## config.mk

```make
export PLATFORM = sky130hd
export DESIGN_NAME = reg_bus_arbiter
export DESIGN_NICKNAME = d
export VERILOG_FILES = /design/src/rtl/reg_bus_arbiter.sv
export SDC_FILE = /design/constraint.sdc
export NUM_CORES = 1
export LEC_CHECK = 0
export BUFFER_PORTS_ARGS = -buffer_cell sky130_fd_sc_hd__buf_2
export CAP_MARGIN = 0
export CORE_MARGIN = 3
export CORE_UTILIZATION = 30
export CTS_BUF_LIST = sky130_fd_sc_hd__clkbuf_8
export DETAILED_ROUTE_END_ITERATION = 8
export PLACE_DENSITY = 0.56
export SLEW_MARGIN = 40
export SYNTH_ARGS = -nofsm -noshare
export SYNTH_HDL_FRONTEND = slang
export SYNTH_SLANG_ARGS = --single-unit
```

## constraint.sdc

```tcl
create_clock -name clk -period 1.34 [get_ports clk]
set_input_delay 0.201 -clock clk [delete_from_list [all_inputs] [get_ports clk]]
set_output_delay 0.201 -clock clk [all_outputs]
set_load 0.005 [all_outputs]
```

## src/rtl/reg_bus_arbiter.sv

```systemverilog
// reg_bus_arbiter
//   Round-robin arbiter that shares one register-access bus between N_REQ
//   requesters. Each grant produces exactly one single-cycle bus strobe,
//   waits RD_LAT cycles for read data when reading, and then returns a
//   one-cycle, one-hot acknowledge to the granted requester.
//
// Handshake: a requester raises req[i] with req_we/req_addr/req_wdata
//   stable and keeps it high until it sees ack[i]. The arbiter latches the
//   fields at grant, so anything that changes later is ignored. ack[i] is a
//   single-cycle pulse. A requester that keeps req high after its ack
//   re-enters arbitration behind the others.
//
// Ports
//   clk        clock, all logic on posedge
//   rst        synchronous active-high reset
//   req        per-requester request
//   req_we     per-requester write(1)/read(0)
//   req_addr   flattened addresses, slice i = requester i
//   req_wdata  flattened write data, slice i = requester i
//   ack        one-hot completion pulse
//   ack_rdata  read data, valid in the ack cycle of a read
//   grant_id   index of the current or last grant
//   busy       high from grant until ack inclusive
//   bus_wr_en  register-bus write strobe
//   bus_rd_en  register-bus read strobe
//   bus_addr   register-bus address
//   bus_wdata  register-bus write data
//   bus_rdata  register-bus read data
//   dbg_state  current FSM state (IDLE=0, ISSUE=1, RD_WAIT=2, DONE=3)
module reg_bus_arbiter #(
  parameter int N_REQ  = 2,
  parameter int AW     = 32,
  parameter int DW     = 32,
  parameter int RD_LAT = 1,
  localparam int GW    = (N_REQ > 1) ? $clog2(N_REQ) : 1
) (
  input  logic                clk,
  input  logic                rst,
  input  logic [N_REQ-1:0]    req,
  input  logic [N_REQ-1:0]    req_we,
  input  logic [N_REQ*AW-1:0] req_addr,
  input  logic [N_REQ*DW-1:0] req_wdata,
  output logic [N_REQ-1:0]    ack,
  output logic [DW-1:0]       ack_rdata,
  output logic [GW-1:0]       grant_id,
  output logic                busy,
  output logic                bus_wr_en,
  output logic                bus_rd_en,
  output logic [AW-1:0]       bus_addr,
  output logic [DW-1:0]       bus_wdata,
  input  logic [DW-1:0]       bus_rdata,
  output logic [1:0]          dbg_state
);

  localparam int CW = (RD_LAT > 1) ? $clog2(RD_LAT) : 1;

  typedef enum logic [1:0] {
    S_IDLE    = 2'd0,
    S_ISSUE   = 2'd1,
    S_RD_WAIT = 2'd2,
    S_DONE    = 2'd3
  } state_t;

  state_t            r_state;
  state_t            w_state_nxt;
  logic [GW-1:0]     r_last_grant;
  logic [GW-1:0]     r_grant_id;
  logic              r_we;
  logic              r_busy;
  logic              r_wr_en;
  logic              r_rd_en;
  logic [AW-1:0]     r_addr;
  logic [DW-1:0]     r_wdata;
  logic [DW-1:0]     r_ack_rdata;
  logic [N_REQ-1:0]  r_ack;
  logic [CW-1:0]     r_cnt;

  // Round robin: prefer the lowest requester above last_grant, otherwise
  // wrap around to the lowest requester overall.
  logic [N_REQ-1:0]  w_req_hi;
  logic [GW-1:0]     w_pick_hi;
  logic [GW-1:0]     w_pick_lo;
  logic [GW-1:0]     w_pick;
  logic              w_any;

  always_comb begin
    w_req_hi  = '0;
    w_pick_hi = '0;
    w_pick_lo = '0;
    for (int i = 0; i < N_REQ; i++) begin
      w_req_hi[i] = req[i] && (GW'(i) > r_last_grant);
    end
    for (int i = N_REQ - 1; i >= 0; i--) begin
      if (w_req_hi[i]) w_pick_hi = GW'(i);
      if (req[i])      w_pick_lo = GW'(i);
    end
    w_any  = |req;
    w_pick = (|w_req_hi) ? w_pick_hi : w_pick_lo;
  end

  // Fields of the requester being picked this cycle.
  logic              w_sel_we;
  logic [AW-1:0]     w_sel_addr;
  logic [DW-1:0]     w_sel_wdata;

  always_comb begin
    w_sel_we    = 1'b0;
    w_sel_addr  = '0;
    w_sel_wdata = '0;
    for (int i = 0; i < N_REQ; i++) begin
      if (GW'(i) == w_pick) begin
        w_sel_we    = req_we[i];
        w_sel_addr  = req_addr[i*AW +: AW];
        w_sel_wdata = req_wdata[i*DW +: DW];
      end
    end
  end

  // State register
  always_ff @(posedge clk) begin
    if (rst) r_state <= S_IDLE;
    else     r_state <= w_state_nxt;
  end

  // Next-state logic
  always_comb begin
    w_state_nxt = r_state;
    case (r_state)
      S_IDLE:    if (w_any) w_state_nxt = S_ISSUE;
      S_ISSUE:   w_state_nxt = r_we ? S_DONE : S_RD_WAIT;
      S_RD_WAIT: if (r_cnt == '0) w_state_nxt = S_DONE;
      S_DONE:    w_state_nxt = S_IDLE;
      default:   w_state_nxt = S_IDLE;
    endcase
  end

  // Output logic: next values of the registered outputs. Strobes are
  // computed at the grant edge so they are high exactly during ISSUE.
  logic              w_grant;
  logic              w_capture;
  logic              w_wr_en_nxt;
  logic              w_rd_en_nxt;
  logic              w_busy_nxt;
  logic [N_REQ-1:0]  w_ack_nxt;
  logic [CW-1:0]     w_cnt_nxt;

  always_comb begin
    w_grant     = (r_state == S_IDLE) && w_any;
    w_capture   = (r_state == S_RD_WAIT) && (r_cnt == '0);
    w_wr_en_nxt = w_grant && w_sel_we;
    w_rd_en_nxt = w_grant && !w_sel_we;
    w_busy_nxt  = (w_state_nxt != S_IDLE);
    w_ack_nxt   = '0;
    for (int i = 0; i < N_REQ; i++) begin
      w_ack_nxt[i] = (w_state_nxt == S_DONE) && (GW'(i) == r_grant_id);
    end
    w_cnt_nxt = r_cnt;
    if (r_state == S_ISSUE)                      w_cnt_nxt = CW'(RD_LAT - 1);
    else if (r_state == S_RD_WAIT && r_cnt != '0) w_cnt_nxt = r_cnt - CW'(1);
  end

  always_ff @(posedge clk) begin
    if (rst) begin
      r_last_grant <= GW'(N_REQ - 1);
      r_grant_id   <= '0;
      r_we         <= 1'b0;
      r_busy       <= 1'b0;
      r_wr_en      <= 1'b0;
      r_rd_en      <= 1'b0;
      r_addr       <= '0;
      r_wdata      <= '0;
      r_ack_rdata  <= '0;
      r_ack        <= '0;
      r_cnt        <= '0;
    end else begin
      r_wr_en <= w_wr_en_nxt;
      r_rd_en <= w_rd_en_nxt;
      r_busy  <= w_busy_nxt;
      r_ack   <= w_ack_nxt;
      r_cnt   <= w_cnt_nxt;
      if (w_grant) begin
        r_grant_id <= w_pick;
        r_we       <= w_sel_we;
        r_addr     <= w_sel_addr;
        r_wdata    <= w_sel_wdata;
      end
      // ack_rdata is only updated by a read capture, never cleared by a write.
      if (w_capture) r_ack_rdata <= bus_rdata;
      if (r_state == S_DONE) r_last_grant <= r_grant_id;
    end
  end

  assign ack       = r_ack;
  assign ack_rdata = r_ack_rdata;
  assign grant_id  = r_grant_id;
  assign busy      = r_busy;
  assign bus_wr_en = r_wr_en;
  assign bus_rd_en = r_rd_en;
  assign bus_addr  = r_addr;
  assign bus_wdata = r_wdata;
  assign dbg_state = r_state;

endmodule
```

Yosys cells after proc, flatten, opt, wreduce, memory -nomap -nowiden
Index checks and enable logic that the tools add are counted.
{ "op_classes": {"add_sub_neg": 1, "mux": 12, "n_bitwise": 2, "eq_ne": 4, "magnitude_cmp": 2, "reduce_logical": 15} }
{ "ops": {"columns": ["cell", "n"], "rows": [
  ["$mux W32", 2],
  ["$logic_and A1 B1 Y1", 9],
  ["$pmux W2 S4", 1],
  ["$mux W1", 7],
  ["$eq A2 B2 Y1 const B", 3],
  ["$reduce_or A2 Y1", 3],
  ["$mux W2", 2],
  ["$eq A2 B1 Y1 const B", 1],
  ["$gt A1 B1 Y1 const A", 2],
  ["$logic_not A2 Y1", 1],
  ["$not A1 Y1", 2],
  ["$reduce_bool A2 Y1", 1],
  ["$logic_not A1 Y1", 1],
  ["$sub A1 B1 Y1 const B", 1]
]} }
{ "totals": {"output_inout_bits": 104, "inputBits": 166, "register_bits": 107} }

Depth between registers and ports, before layout
Gate-level depths: netlist of the first run.
{ "depth": {"depth_word": 8, "ltp_mapped": 7} }

Worst setup path after synthesis of the first run
OpenSTA, ideal clock, no wires.
{ "synth_timing": {"kind": "reg-to-reg", "start": "register r_state[0], in the netlist dbg_state[0]", "end": "register r_addr[19], in the netlist bus_addr[19]", "path_buffers": 2, "period_less_slack_ps": 1496, "arrival_time_ps": 1415, "path_stages_with_launch": 8, "setup_time_ps": 81, "slack_ps": -156, "path_cell_list": "dfxtp_1 > inv_1 > ha_1 > o21ai_2 > buf_4 > buf_4 > a21oi_2 > a211oi_2"} }
{ "synth_via": {"elab_chain_len": 2} }
{ "synth_lines": {"columns": ["item", "line", "rtl"], "rows": [
  ["from (decl)", "64", "state_t r_state;"],
  ["from (signal assigned)", "122", "else r_state <= w_state_nxt;"],
  ["$logic_not A2 Y1", "148", "w_grant = (r_state == S_IDLE) && w_any;"],
  ["$logic_and A1 B1 Y1", "148", null],
  ["to (signal assigned)", "184", "r_addr <= w_sel_addr;"],
  ["to (decl)", "72", "logic [AW-1:0] r_addr;"]
]} }
No other way between the ends.
A chain may end at the register's enable or synchronous reset.

Worst setup path in the final report of the first run
{ "layout_timing": {"start": "register r_state[1], in the netlist dbg_state[1]", "end": "register r_wdata[5], in the netlist bus_wdata[5]"} }
{ "layout_via": {"elab_chain_len": 2} }
{ "layout_lines": {"columns": ["item", "line", "rtl"], "rows": [
  ["$logic_not A2 Y1", "148", null],
  ["$logic_and A1 B1 Y1", "148", null],
  ["to (signal assigned)", "185", "r_wdata <= w_sel_wdata;"],
  ["to (decl)", "73", "logic [DW-1:0] r_wdata;"]
]} }
No other way between the ends.

==> results list, run 1 <==
* Outcome: complete, but fails checks
* Failing checks: setup timing
- Ranked by total cell area, the synthesized netlist is headed by sky130_fd_sc_hd__dfxtp_1 (44%), sky130_fd_sc_hd__a211oi_2 (13%), sky130_fd_sc_hd__nand2_1 (10%), sky130_fd_sc_hd__a21oi_2 (9.0%), sky130_fd_sc_hd__nor2_1 (5.1%).
* Area of combinational cells with multiple inputs: 0.002484 mm2
- Number of antenna violations at the first check in global routing: 0
- Per report_power, the clock group accounts for 14.2% of the total.
* Count of warnings emitted by yosys: 0
- Startpoint of the worst register-to-register path: dbg_state[1]$_SDFF_PP0_
- Die width: 133.2 um
- Routability cong.: 0.7853
* Worst hold path cell count: 3
- Half-perimeter wire length of the detailed placement result: 11.21 mm
- Remaining routing DRC violations: 0
* Slew Limit Headroom: 76.26%
* Total routed wirelength: 16.02 mm
* Slew @ Worst Pin: 354.8 ps
- Antenna diode count: 0
- Of the cells placed in the final design, the portion with a size suffix greater than 1 is 55.31%.
- The number of global-route vias before repair is 4692.
- Most common cell on crit path: sky130_fd_sc_hd__buf_12
* Placeable Area: 0.01554 mm2
- Leftover overflow at the end of global routing: 0
- For the worst setup path, the data arrival time is 1650 ps.
* Post-synthesis register bit count: 107
* Hold Crit Endpoint: ack_rdata[11]$_SDFFE_PP0P_
- The max-slew violation total from the final report is 0.
- Root Buffer: sky130_fd_sc_hd__clkbuf_8
- Summing all flip-flop and latch instances after layout gives 0.002145 mm2.
- Power density over cell area: 1985 mW/mm2
- Beginning of the worst hold path: bus_rdata[11]
- The clock drives 107 sinks.
- Traced cell by cell, the critical path runs through inv_2 -> ha_4 -> o21a_4 -> buf_12 -> buf_12 -> nor2_1 -> a211oi_2.
- The smallest clock period supported by the final layout is computed as 1353 ps.
- Post-Synthesis Net Count: 712
- During I/O placement, the number of pins put on the boundary was 270.
- Hold Crit Class: primary input to flip-flop
- Cells fill 45.44% of the core in the end.
* Design Power: 0.01402 W
- Seq/Total Area, Yosys: 44.14%
* Post-DRT Antenna Nets: 0
- In this run, flip-flops and latches consume 33.2% of the power.
- In this run the tool buffered the top-level ports with 269 buffer cells.
- Setup slack of the most critical reg-to-reg path: -10 ps
* Worst r2r dst: bus_wdata[5]$_SDFFE_PP0P_
* Depth of the worst register-to-register path: 7
- IR analysis of the VDD net gives a maximum drop of 0.0006930 V.
- Summing all placed instances gives a cell area of 0.006604 mm2.
- Summing all non-filler instances in the final layout gives an area of 0.007062 mm2.
- Site Rows: 45
* Final setup violation count: 7
* Mapped cell area: 0.004853 mm2
* Insertion delay of the later-clocked pin in the worst-skew pair: 380 ps
- Count of unique library cells instantiated by Yosys: 28
- Once routing completed, OpenROAD measured the worst setup slack at -13.16 ps.
* Static power due to leakage: 3.232 nW
- Dividing the final minimum period by the clock period gives 101.0%.
- Post-DR wirelength/cell: 15.55 um
* Switching power share of the total: 39.81%
- For this block, the initial DRC count from the detailed router was 216.
* Cell type of the slowest stage on the worst timing path: sky130_fd_sc_hd__dfxtp_2
* Wire length of the first global-routing pass: 24.65 mm
- The H-tree was split into 3 levels.
- Of all cell types, the one taking the most synthesized area is sky130_fd_sc_hd__dfxtp_1.
- STA classifies the critical path endpoint as a flip-flop.
* Effective utilization at floorplan: 31.23%
- The routed layout has 4779 vias.
* Setup skew after layout: 7.628 ps
- Required @ worst endpoint: 1640 ps
- Counting the buffers created by CTS gives 9.
- Number of flops mapped to enable cells by yosys: 0
- Share of synthesized registers carrying an async set or reset: 0%
- Buffers from clock root to sink, at most: 2
* Worst path max stage delay: 350 ps
* Share of Yosys cell area claimed by the top area cell type: 44.14%
- Global routing used 17.07% of the available tracks.
* Layout-stage area growth over the synthesis result: 45.50%
- In the synthesized netlist the dominant register cell turns out to be sky130_fd_sc_hd__dfxtp_1.
- Count of hold-fix buffers inserted at cts: 0
- Switching power total: 0.005582 W
- Iteration count of the initial detailed-routing pass: 4
* Number of max-capacitance violations reported: 0
- Entering global routing, the biggest net connects 47 pins.
* Maximum fanout encountered on the critical timing path: 10
* Category of the most critical setup path: flip-flop to flip-flop
- Setup repair after global routing missed its margin: yes
- On the final layout, the worst hold slack is 44.96 ps.
- STA classifies the critical path startpoint as a flip-flop.
* Clock edge transition at the registers on the reported setup and hold paths: 110 ps
- Per-instance average area after synthesis: 8.971 um2
- Power share of the combinational group: 52.6%
- Final number of hold-violating endpoints: 0
- Post-synthesis instance total: 541
* Via density per instance: 4.640
- Int Pwr: 0.008439 W
- TritonCTS clock tree: done
* Chip height: 133.2 um
- The net count of the finished layout is 985.
- The die covers 0.01774 mm2.
- Filler cells: 1605
* Fmax: 0.7390 GHz
[cell usage after synthesis (2+ instances only)]
library cell,instances
sky130_fd_sc_hd__nand2_1,130
sky130_fd_sc_hd__dfxtp_1,107
sky130_fd_sc_hd__nor2_1,66
sky130_fd_sc_hd__a211oi_2,50
sky130_fd_sc_hd__a21oi_2,50
sky130_fd_sc_hd__a21oi_1,46
sky130_fd_sc_hd__a211oi_1,16
sky130_fd_sc_hd__clkbuf_1,16
sky130_fd_sc_hd__buf_2,13
sky130_fd_sc_hd__buf_4,10
sky130_fd_sc_hd__buf_12,5
sky130_fd_sc_hd__ha_1,5
sky130_fd_sc_hd__inv_1,3
sky130_fd_sc_hd__nor2b_1,3
sky130_fd_sc_hd__nor3_1,3
sky130_fd_sc_hd__nor4b_1,3
sky130_fd_sc_hd__a221oi_1,2
sky130_fd_sc_hd__buf_6,2
sky130_fd_sc_hd__nand2b_1,2
[worst max-delay path: cells and delay by family, from the launching register on]
family | cells | cell delay [ps]
AO/OA/AOI/OAI | 2 | 360
adder cells (fa/ha/maj) | 1 | 160
buffers and inverters | 3 | 350
flip-flops | 1 | 350
AND/OR/NAND/NOR | 1 | 50
[how the worst max path moves through the flow]
stage,from,endpoint,slack (ps),cells after the start
2_1_floorplan,dbg_state[0]$_SDFF_PP0_,bus_addr[19]$_SDFFE_PP0P_,-20,7
3_3_place_gp,dbg_state[0]$_SDFF_PP0_,bus_wdata[26]$_SDFFE_PP0P_,-60,6
3_5_place_dp,dbg_state[1]$_SDFF_PP0_,bus_wdata[17]$_SDFFE_PP0P_,-100,6
4_1_cts,dbg_state[1]$_SDFF_PP0_,bus_addr[9]$_SDFFE_PP0P_,-40,7
5_1_grt,dbg_state[1]$_SDFF_PP0_,bus_wdata[24]$_SDFFE_PP0P_,-90,7
6_report,dbg_state[1]$_SDFF_PP0_,bus_wdata[5]$_SDFFE_PP0P_,-10,7
[stage by stage]
| stage | TNS, ps | cells | setup slack, ps |
|---|---|---|---|
| 3_3_place_gp | -2237 | 1006 | -62.52 |
| 2_1_floorplan | -651.3 | 541 | -17.57 |
| 5_1_grt | -3572 | 1030 | -92.21 |
| 3_5_place_dp | -4761 | 1006 | -100.1 |
| 6_report | -35.74 | 1030 | -13.16 |
| 4_1_cts | -945.4 | 1026 | -38.34 |
[placed cells by master, fill, tap and decap left out, drive strengths merged]
cell type,netlist,final
ha,5,5
o21a,1,1
dfxtp,107,107
a221oi,2,2
a21oi,96,96
nand2b,2,2
a21bo,1,1
a21boi,1,1
buf,31,306
o21ai,1,1
clkinvlp,0,1
clkbuf,16,12
nand2,130,130
nor2b,3,3
a211oi,66,66
a22oi,1,1
inv,3,8
nor2,66,66
nor3b,1,1
mux2i,1,1
a211o,1,1
clkinv,0,1
nor4b,3,3
nor3,3,3
[logic make-up (layout without fill, tap and decap cells)]
| logic type | count (synthesis) | count (layout) | share of synthesized area (%) |
|---|---|---|---|
| buf+inv | 50 | 328 | 6.960 |
| flops | 107 | 107 | 44.13 |
| compound gates | 170 | 170 | 30.60 |
| mux | 1 | 1 | 0.2062 |
| fa+ha+maj | 5 | 5 | 1.289 |
| simple gates | 208 | 208 | 16.81 |
[power by group through the flow]
| stage | sequential, W | clock [W] | combinational [W] |
|---|---|---|---|
| after global placement | 0.00471 | 0 | 0.00642 |
| after global routing | 0.00478 | 0.00224 | 0.00807 |
| after floorplan | 0.00482 | 0 | 0.00393 |
| after detailed placement | 0.00470 | 0 | 0.00649 |
| final | 0.00466 | 0.00199 | 0.00738 |
| after CTS | 0.00464 | 0.00210 | 0.00703 |
[what timing repair did]
action / CTS / global route
cloned: 2 / 3
endpoints found under the setup margin: 100 / 101
gates resized for setup: 10 / 21
setup buffers: 2 / 2
pin swaps: 13 / 6
[flip-flops by register name (all words and copies together) (netlist names)]
signal	cells
ack_rdata	32
busy	1
bus_rd_en	1
ack	2
grant_id	1
bus_wr_en	1
r_we	1
dbg_state	2
r_last_grant	1
r_cnt	1
bus_wdata	32
bus_addr	32
[cell type report]
class	count	share of cell area (%)
clock inverter	7	0.9213
inverter	3	0.1949
tap	211	3.738
multi-input combinational	384	35.17
timing repair buffer	309	27.85
clock buffer	9	1.754
sequential	107	30.37
[metal layers]
| metal | share of wire, % | vias up | global-route usage, % |
|---|---|---|---|
| met1 | 44 | 2221 | 21.33 |
| met5 | 0 | - | 0 |
| met4 | 1.6 | 0 | 5.029 |
| met3 | 6.3 | 15 | 4.116 |
| met2 | 48 | 151 | 29.26 |
| li1 | - | 2392 | - |
No activity file was read; power rests on OpenSTA's default activity.
==> inputs of run 2 (changes only) <==
PLACE_DENSITY = 0.54   (was 0.56)
clock period = 1.7 ns   (was 1.34 ns; I/O delays follow)
==> run 2 against run 1 <==
Effect of this change:
- wire length shrank 4.0%
- highest routed layer unchanged
- final cell count shrank 2.4%
- largest cell class unchanged
- die area is the same
- the flow now finishes without violations
- power shrank 28%
- critical path depth shrank 1
- largest power group unchanged
- clock skew grew 8.1 ps
- sequential share of layout area grew 2.0 points
==> results list, run 2 (synthesis gave the netlist of run 1 again) <==
- Across all setup checks in the final design, the least slack found is 165.7 ps.
- Across the run, the number of max-cap violations was 0.
- The smallest clock period supported by the final layout is computed as 1534 ps.
* Data arrival time of the critical path: 1810 ps
* Final number of hold-violating endpoints: 0
* Final setup violation count: 0
- For this run, design rule violations remaining after detail routing come to 0.
* CP startpoint: dbg_state[1]$_SDFF_PP0_
- Number of sinks driven by the clock tree: 107
* Sequential cell area in the final layout: 0.002143 mm2
- Antenna diode count: 0
* Wire length of the first global-routing pass: 24.34 mm
- Leftover overflow at the end of global routing: 0
* Outcome: complete, no violations
- Via density per instance: 4.716
* Max-slew violation total from the final report: 0
* Share of the clock period used by the worst path: 90.25%
- In the final routed layout, each cell accounts on average for 15.30 um.
* Required @ worst endpoint: 1970 ps
- The worst setup path is captured at a flip-flop.
- At the end of routability-driven placement, the weighted congestion stood at 0.7798.
- Setup repair after global routing missed its margin: no
- The critical path crosses 6 cells after its start point.
* Half-perimeter wire length of the detailed placement result: 11.13 mm
- Slew @ Worst Pin: 447.2 ps
- Category of the most critical setup path: flip-flop to flip-flop
- For the worst-skew pair, the clock arrives at the later sink with an insertion delay of 370 ps.
* Buffers from clock root to sink, at most: 2
* Maximum fanout encountered on the critical timing path: 20
- The initial antenna violation count came to 0.
- Total routed wirelength: 15.38 mm
- The die is 133.2 um wide.
- Entering global routing, the biggest net connects 42 pins.
- Most common cell after layout, fill and taps aside: sky130_fd_sc_hd__buf_2
- Worst Setup Start Kind: flip-flop
- Among all stages on the critical path, the largest delay is contributed by sky130_fd_sc_hd__dfxtp_1.
* Kind of cell adding the most delay to the critical path: compound AO/OA/AOI/OAI gates
* Setup skew after layout: 15.77 ps
- Initial DRC count: 140
- The worst pin sits at a relative slew slack of 70.19%.
- Post-DRT Antenna Nets: 0
- The critical path contains buffers and inverters numbering 2 combined.
- Critical Path, Cell by Cell: inv_1 -> ha_1 -> o21ai_4 -> buf_12 -> a21oi_1 -> a211oi_1
- The filler cells instantiated in the layout total 1609.
- Worst slack, placed: 83.80 ps
- Relative to the synthesized area, the layout overhead comes to 36.63%.
- The initial utilization of the core area, before any placement, comes to 31.23%.
- Site Rows: 45
* Power density over cell area: 1522 mW/mm2
- Num ports: 270
- Post-placement cell area: 0.006421 mm2
- Before antenna repair, the detailed router went through 4 iterations.
* Root Buffer: sky130_fd_sc_hd__clkbuf_8
- Beginning of the worst hold path: req_wdata[6]
* Port Buf Inserts: 269
* Die footprint: 0.01774 mm2
- The worst hold path passes through 3 cells.
* All-layer global routing usage: 16.61%
* Placeable Area: 0.01554 mm2
* Post-layout net count: 961
- Setup Buffers After CTS: 0
* Util after Layout: 42.67%
* TritonCTS Buffers: 9
* Static power due to leakage: 3.049 nW
- Via count of the first global-routing pass: 4818
* Depth of the worst register-to-register path: 6
- Hold is met by 109.4 ps.
* Total negative setup slack: 0 ps
- Final standard cell area without fillers: 0.006631 mm2
* Top library cells by usage in the layout, fill and taps aside: sky130_fd_sc_hd__buf_2 (268), sky130_fd_sc_hd__nand2_1 (130), sky130_fd_sc_hd__dfxtp_1 (106)
* Startpoint of the worst register-to-register path: dbg_state[1]$_SDFF_PP0_
- TritonCTS clock tree: done
* Worst path max stage delay: 410 ps
- Hold Crit Class: primary input to flip-flop
* Vias: 4740
* Chip height: 133.2 um
* Proportion of layout cells with a drive suffix above 1: 51.01%
- Fmax: 0.6517 GHz
- The multi-input combinational cells in the finished layout cover a total of 0.002399 mm2.
- VDD IR max: 0.0006896 V
- Clock-pin slew was measured on the worst setup and hold paths at 110 ps.
- H-Tree Level Count: 3
[run 2: cell types whose count changed in the layout (fill, tap and decap cells not counted), sizes merged]
cell      before  now
clkinvlp       1    0
buf          306  284
clkinv         1    2
inv            8    5
[run 2: area by class of cell]
| type | instances | area share, % |
|---|---|---|
| multi-input cells | 384 | 36.17 |
| flip-flops and latches | 107 | 32.32 |
| repair buffers | 285 | 24.68 |
| well taps | 211 | 3.981 |
| clock buffers | 11 | 2.283 |
| clock inverters | 4 | 0.3962 |
| inverters | 3 | 0.1698 |
[run 2: worst paths after layout]
check | slack, ps | to
max | 170 | bus_wdata[8]$_SDFFE_PP0P_
min | 110 | bus_wdata[6]$_SDFFE_PP0P_
max reg2reg | 170 | bus_wdata[8]$_SDFFE_PP0P_
min reg2reg | 450 | ack_rdata[20]$_SDFFE_PP0P_
[run 2: layer usage]
layer  GRT usage (%)  wire length [um]  vias up
met5               0                 0        -
met4           5.771               250        0
met3           3.097               885       14
met2           29.15              7647      156
met1           20.41              6595     2229
li1                -                 -     2341
[run 2: where the power goes]
part           total, W  internal (W)  switching [W]
clock network   0.00148      0.000608       0.000873
logic           0.00492       0.00220        0.00273
registers       0.00369       0.00329       0.000402
[run 2: timing repair]
| item | CTS | global route |
|---|---|---|
| endpoints found under the setup margin | 0 | 7 |
| hold buffers | 0 | 0 |
| gates resized for setup | 0 | 2 |
[run 2: per-stage QoR]
step | total power, W | std cells
after global placement | 0.008476 | 989
final | 0.01010 | 1005
after floorplan | 0.006807 | 541
after CTS | 0.01017 | 1004
after detailed placement | 0.008641 | 989
after global routing | 0.01089 | 1005
[run 2: worst reg2reg max path, stage by stage, from the launching register on]
cell                       delay [ps]
sky130_fd_sc_hd__dfxtp_1          410
sky130_fd_sc_hd__inv_1            100
sky130_fd_sc_hd__ha_1             250
sky130_fd_sc_hd__o21ai_4          140
sky130_fd_sc_hd__buf_12           220
sky130_fd_sc_hd__a21oi_1           70
sky130_fd_sc_hd__a211oi_1         260
